**config.mk**
```make
export PLATFORM = sky130hd
export DESIGN_NAME = ref_win_sample_buf
export DESIGN_NICKNAME = d
export VERILOG_FILES = /design/src/rtl/ref_win_sample_buf.sv
export SDC_FILE = /design/constraint.sdc
export NUM_CORES = 1
export LEC_CHECK = 0
export BUFFER_PORTS_ARGS = -buffer_cell sky130_fd_sc_hd__buf_4
export CORE_MARGIN = 1.5
export CORE_UTILIZATION = 45
export CTS_BUF_LIST = sky130_fd_sc_hd__clkbuf_2 sky130_fd_sc_hd__clkbuf_4 sky130_fd_sc_hd__clkbuf_8
export CTS_CLUSTER_SIZE = 8
export DETAILED_ROUTE_END_ITERATION = 10
export PLACE_DENSITY = 0.59
export SETUP_SLACK_MARGIN = 0.4
export SLEW_MARGIN = 0
export SYNTH_ARGS = -nofsm -noshare
export SYNTH_HDL_FRONTEND = slang
export SYNTH_SLANG_ARGS = --single-unit
```
**constraint.sdc**
```tcl
create_clock -name pclk -period 2.9 [get_ports pclk]
set_input_delay 0 -clock pclk [delete_from_list [all_inputs] [get_ports pclk]]
set_output_delay 0 -clock pclk [all_outputs]
set_load 0.005 [all_outputs]
```
**src/rtl/ref_win_sample_buf.sv**
```systemverilog
// Ping-pong row buffer between the reference-window write FSM and the watermark
// correlator: one sample per window column is captured, and completed rows drain over valid/ready.
module ref_win_sample_buf #(
  parameter int width  = 640,
  parameter int w_size = 8,
  parameter int DATA_W = 8,
  parameter int N_SAMP = width / w_size,
  parameter int IDX_W  = 7
) (
  input  logic              pclk,
  input  logic              rst,
  input  logic              sof,
  input  logic              wr,
  input  logic [DATA_W-1:0] pix_in,
  input  logic              out_ready,
  output logic              out_valid,
  output logic [DATA_W-1:0] out_data,
  output logic [IDX_W-1:0]  out_idx,
  output logic              out_last,
  output logic [1:0]        bank_full,
  output logic              ovf,
  input  logic              clr_ovf
);

  typedef enum logic [1:0] {R_IDLE, R_LOAD, R_SEND} rstate_t;

  localparam logic [IDX_W-1:0] LAST_IDX = IDX_W'(N_SAMP - 1);

  logic [DATA_W-1:0] mem [2][N_SAMP];

  rstate_t          rstate;
  logic             wbank, rbank;
  logic [IDX_W-1:0] wptr, raddr, waddr;
  logic             rd_release, wr_free, do_write, do_drop, wr_last;
  logic [1:0]       bank_full_nxt;

  // A bank finishing its last handshake is free to the writer in the same cycle.
  always_comb begin
    rd_release = (rstate == R_SEND) && out_valid && out_ready && out_last;
    wr_free    = !bank_full[wbank] || (rd_release && (rbank == wbank));
    do_write   = wr && wr_free;
    do_drop    = wr && !wr_free;
    waddr      = sof ? '0 : wptr;
    wr_last    = (waddr == LAST_IDX);
  end

  always_comb begin
    bank_full_nxt = bank_full;
    if (rd_release)
      bank_full_nxt[rbank] = 1'b0;
    if (do_write && wr_last)
      bank_full_nxt[wbank] = 1'b1;
  end

  always_ff @(posedge pclk) begin
    if (do_write)
      mem[wbank][waddr] <= pix_in;
  end

  always_ff @(posedge pclk or posedge rst) begin
    if (rst) begin
      wbank     <= 1'b0;
      wptr      <= '0;
      bank_full <= 2'b00;
      ovf       <= 1'b0;
    end else begin
      bank_full <= bank_full_nxt;
      if (do_write) begin
        if (wr_last) begin
          wptr  <= '0;
          wbank <= ~wbank;
        end else begin
          wptr <= waddr + 1'b1;
        end
      end else if (sof) begin
        wptr <= '0;
      end
      // A drop in the same cycle as a clear must still be reported.
      if (do_drop)
        ovf <= 1'b1;
      else if (clr_ovf)
        ovf <= 1'b0;
    end
  end

  always_ff @(posedge pclk or posedge rst) begin
    if (rst) begin
      rstate    <= R_IDLE;
      rbank     <= 1'b0;
      raddr     <= '0;
      out_valid <= 1'b0;
      out_data  <= '0;
      out_idx   <= '0;
      out_last  <= 1'b0;
    end else begin
      case (rstate)
        R_IDLE: begin
          if (bank_full[rbank]) begin
            raddr  <= '0;
            rstate <= R_LOAD;
          end
        end
        R_LOAD: begin
          out_valid <= 1'b1;
          out_data  <= mem[rbank][raddr];
          out_idx   <= raddr;
          out_last  <= (raddr == LAST_IDX);
          rstate    <= R_SEND;
        end
        R_SEND: begin
          if (out_ready) begin
            out_valid <= 1'b0;
            if (out_last) begin
              rbank  <= ~rbank;
              rstate <= R_IDLE;
            end else begin
              raddr  <= raddr + 1'b1;
              rstate <= R_LOAD;
            end
          end
        end
        default: rstate <= R_IDLE;
      endcase
    end
  end

endmodule

```
# Word-level counts from Yosys, hierarchy flattened
# Memories as Yosys holds them, arrays and structs flattened.
# Cells that the tools add are included.
word_totals:
  mem_count: 1
  out_inout_bits: 20
  ramBits: 1280
  input_bits: 14
  register_bits: 38
mem_list:
  columns: ["memory", "depth", "width", "rd", "rd_ports_with_merged_regs", "wr", "line", "source"]
  rows:
  - ["mem", 2, 640, 1, 0, 1, "29", "logic [DATA_W-1:0] mem [2][N_SAMP];"]
classes:
  n_bitwise: 7
  magnitude_cmp: 7
  add_sub_neg: 2
  n_reduce_logical: 22
  eq_ne: 8
  mux: 32
op_table:
  columns: ["op", "n"]
  rows:
  - ["640-bit two-way mux", 1]
  - ["8-bit binary-select mux with 7-bit select", 1]
  - ["8-bit demux with 7-bit select", 1]
  - ["7-bit two-way mux", 6]
  - ["8-bit two-way mux", 3]
  - ["8-bit greater-or-equal comparator, second input constant", 2]
  - ["7-bit inverter with 8-bit output", 2]
  - ["7-bit by 1-bit adder with 7-bit output, second input constant", 2]
  - ["7-bit == test, second input constant", 2]
  - ["7-bit one-hot mux with 2 select lines", 1]
  - ["1-bit two-way mux", 11]
  - ["1-bit logical AND", 10]
  - ["8-bit by 1-bit less-than comparator with 1-bit output, second input constant", 1]
  - ["2-bit two-way mux", 4]
  - ["2-bit inequality test, second input constant", 3]
  - ["2-bit one-hot mux with 3 select lines", 1]
  - ["2-bit AND reduction", 3]
  - ["2-bit nonzero test", 3]
  - ["1-bit by 2-bit less-than comparator with 1-bit output, second input constant", 2]
  - ["4-bit AND reduction", 1]
  - ["3-bit AND reduction", 1]
  - ["2-bit AND", 1]
  - ["1-bit demux with 1-bit select", 2]
  - ["2-bit by 1-bit == test with 1-bit output, second input constant", 1]
  - ["10 further kinds", 13]

# Longest topological paths before layout
depth:
  depth_word: 9
  depth_mapped: 12

# Worst setup path before layout
# No wires, ideal clock.
synth_path:
  path_type: "reg-to-reg"
  startpoint: "register rbank"
  endpoint: "memory mem[0][128] (netlist name) (enable)"
  path_buffers: 4
  t_arrival_ns: 2.605
  setup_slack_ns: -0.100
  period_less_slack_ns: 3.000
  setup_ns: 0.395
  path_stages_with_launch: 10
  cell_sequence: "dfrtp_1 buf_6 buf_12 buf_6 o31ai_2 o211a_1 and3_1 buf_2 nand2_1 nor4_1"
synth_via:
  elab_chain_cells: 6
synth_rtl:
  columns: ["element", "line", "source"]
  rows:
  - ["from (decl)", "32", "logic wbank, rbank;"]
  - ["from (signal assigned)", "114", "rbank <= ~rbank;"]
  - ["1-bit == test", "40", "wr_free = !bank_full[wbank] || (rd_release && (rbank == wbank));"]
  - ["1-bit logical AND", "40", null]
  - ["1-bit logical OR", "40", null]
  - ["1-bit logical AND", "41", "do_write = wr && wr_free;"]
  - ["1-bit two-way mux", "56", "if (do_write)"]
  - ["640-bit two-way mux (not written as such)", "57", "mem[wbank][waddr] <= pix_in;"]
  - ["to (decl)", "29", null]
# No other way between the ends.

# Worst setup path in the final report
layout_path:
  startpoint: "register rbank"
  endpoint: "register out_data[7]"
layout_via:
  elab_chain_cells: 4
layout_rtl:
  columns: ["element", "line", "source"]
  rows:
  - ["memory read 2 x 640 bit", null, null]
  - ["8-bit binary-select mux with 7-bit select", "105", "out_data <= mem[rbank][raddr];"]
  - ["8-bit two-way mux (not written as such) (2 in series)", "105", null]
  - ["to (signal assigned)", "105", null]
  - ["to (decl)", "17", "output logic [DATA_W-1:0] out_data,"]
# No other way between the ends. The select of a mux whose other input is x is not followed.
# A chain may end at the register's enable or synchronous reset.

==> impl_metrics.tcl <==
set metrics [dict create \
    syn_inst 2519 \
    peakVddDrop_uv 376.1 \
    power_density_mw_per_mm2 580.2 \
    worst_slew_pin_slew_ps 1028 \
    vias 27980 \
    placed_cells 4262 \
    portBuffers 33 \
    root_buffer "clkbuf_8" \
    num_io_pins 34 \
    holdCritPathClass "in -> reg" \
    cp-start-kind "flip-flop" \
    holdPathEnd "wptr[4]$_DFF_PP0_" \
    grt_pass1_vias 28430 \
    clock_path_buffers 3 \
    antenna_found_initial 4 \
    die_h_um 342.8 \
    synth_area_per_cell_um2 20.62 \
    finalWirelength_um 141400 \
    clk_latency_ps 880 \
    worstPathCellList "buf_12, buf_6, buf_12, buf_16, buf_6, mux2i_1, o22ai_1, nor2_1, a211oi_2, nand4_1, o41ai_2" \
    netlist_area_mm2 0.05195 \
    r2r-start "rbank$_DFFE_PP0P_" \
    rrSetupSlack_ps 80 \
    synth_seq_cells 1318 \
    stdcell_area_mm2 0.06335 \
    grt_pass1_wl_um 200800 \
    max_slew_margin_pct 31.33 \
    met2_usage_pct 37.75 \
    gr-max-usage-layer "met2" \
    grt_use_total_pct 24.11 \
    place_ws_ps -262.0 \
    period_needed_ps 2821 \
    layout_commonest_cell "edfxtp_1" \
    layout.cells.non_filler 4704 \
    grt_overflow 0 \
    fin_nets 3066 \
    firstDrtPassIters 8 \
    rsz0062_at_grt "true" \
    dominantRegCellSynth "edfxtp_1" \
    cts_tree "built" \
    cts_made_buffers 206 \
    r2r-end "out_data[7]$_DFFE_PP0P_" \
    die_w_um 342.8 \
    crit_arrival_ps 3600 \
    use_met3_pct 5.330 \
    cpPeakStageDelay_ps 540 \
    fmax_mhz 354.5 \
    min_path_cells 3 \
    routed_via_density 5.948 \
    setup.worst_path.class "reg -> reg" \
    dieArea_mm2 0.1175 \
    synth-edff-count 1280 \
    hpwl_um 86720 \
    p_leak_nw 20.03 \
    drive_gt1_share_pct 39.40 \
    slew_violations 0 \
    max_cap_violations 0 \
    routabilityCongestion 0.8655 \
    slowest_stage "dfrtp_4" \
    core_area_mm2 0.1143 \
    cts_htree_levels 4 \
    rows 124 \
    timing.final.ws_setup_ps 79.20 \
    clk_pin_slew_worst_paths_ps 60 \
    drt_iter0_markers 3031 \
    start_util_pct 45.43 \
    clock-sinks 1318 \
    p_total_mw 36.76 \
    worstHoldStart "sof" \
    grt_max_degree 133 \
    hold_violations 0 \
    place_area_mm2 0.05619 \
    antenna_left 0 \
    status "finished, final reports clean" \
    grt_util_met1_pct 33.58 \
    yosys.cell_types.count 72 \
    wl_per_cell_um 30.06 \
    whs_ps 115.9 \
    route.detailed.drc 0 \
    async_flop_share_pct 2.883 \
    cp.required_ps 3670 \
    crit_fanout 8 \
    end_kind "flip-flop" \
    yosys_warnings 0 \
    reg2regPathDepth 11 \
    tns_ps 0 \
    finalClockSkew_ps 45.59 \
    syn-num-nets 2535 \
    utilization_pct 55.40 \
    area_growth_pct 21.94 \
    setup_viol 0 \
    layout_common_cells "edfxtp_1, mux4_2, buf_4, clkbuf_8, mux2i_1" \
    synth.yosys.seq_area_share_pct 75.82 \
    crit_family "compound AO/OA/AOI/OAI gates" \
    period_share_pct 97.27 \
    cp_num_buf_inv 5 \
]
==> Yosys cell counts (all sizes together), types with 6 or more instances <==
cell type,instances,area [um2]
dfrtp,38,950.9
nand3,18,95.09
clkbuf,52,196.4
nand2b,8,50.05
mux2,10,112.6
o22ai,22,137.6
a22oi,26,195.2
nor2,198,743.2
buf,92,837.1
o21ai,18,90.08
nand2,69,259.0
a21oi,52,260.3
nor3,15,80.08
inv,8,30.03
and2,17,106.4
o221ai,47,411.6
nor2b,14,87.58
edfxtp,1280,38440
a211oi,20,170.2
nand3b,9,75.07
nand4,6,37.54
mux2i,117,1171
o41ai,8,100.1
or3,11,68.82
mux4,292,6633
a2111oi,12,105.1
==> layout make-up <==
| type | count | area (um2) |
|---|---|---|
| clock inverter | 49 | 366.6 |
| inverter | 9 | 35.03 |
| fill | 8504 | 50990 |
| multi-input combinational | 1048 | 12770 |
| clock buffer | 299 | 3608 |
| sequential | 1318 | 39400 |
| timing repair buffer | 467 | 5268 |
| antenna | 2 | 5.005 |
| tap | 1512 | 1892 |
==> worst min-delay path, stage by stage <==
cell	delay (ps)
dlygate4sd3_1	620
buf_4	270
a21oi_1	60
==> logic make-up (layout without fill, tap and decap cells) <==
| kind of cell | after synthesis | in the layout | share of synthesized area, % |
|---|---|---|---|
| AO/OA/AOI/OAI | 237 | 237 | 3.367 |
| AND/OR/NAND/NOR | 384 | 384 | 3.377 |
| adder cells (fa/ha/maj) | 2 | 2 | 0.04816 |
| other | 0 | 2 | 0 |
| flip-flops | 1318 | 1318 | 75.82 |
| multiplexers | 419 | 419 | 15.24 |
| buffers and inverters | 153 | 824 | 2.054 |
| XOR/XNOR | 6 | 6 | 0.1012 |
==> state kept, by name, summed over array words and instances, names as in the netlist, 2 cells and up <==
name       cells
bank_full      2
wptr           7
rstate         2
mem         1280
out_data       8
raddr          7
out_idx        7
==> how the worst max path moves through the flow <==
stage                         endpoint  cells past startpoint         startpoint
3_5_place_dp   out_data[3]$_DFFE_PP0P_                      8  rbank$_DFFE_PP0P_
3_3_place_gp   out_data[3]$_DFFE_PP0P_                      8  rbank$_DFFE_PP0P_
6_report       out_data[7]$_DFFE_PP0P_                     11  rbank$_DFFE_PP0P_
5_1_grt        out_data[4]$_DFFE_PP0P_                     10  rbank$_DFFE_PP0P_
4_1_cts        out_data[6]$_DFFE_PP0P_                      8  rbank$_DFFE_PP0P_
2_1_floorplan    mem[1][144]$_DFFE_PP_                      8  rbank$_DFFE_PP0P_
==> per-layer routing <==
layer  share of wire, %  vias up
li1                   -    11570
met3                8.3      231
met2                 48     1350
met4                3.0        2
met1                 41    14830
met5             0.0071        -
==> report_power, final <==
part	total, mW	switching (mW)	internal, mW
logic	0.569	0.437	0.132
clock network	15.3	7.07	8.19
registers	20.9	0.0137	20.9
==> what timing repair did <==
action / CTS / global route
hold buffers: 20 / 0
buffers inserted: 26 / 37
endpoints found under the setup margin: 1167 / 1011
hold endpoints to repair: 1107 / 0
resized for setup: 207 / 321
pin swaps: 31 / 58
cloned: 8 / 1
(Power assumes the default switching activity.)
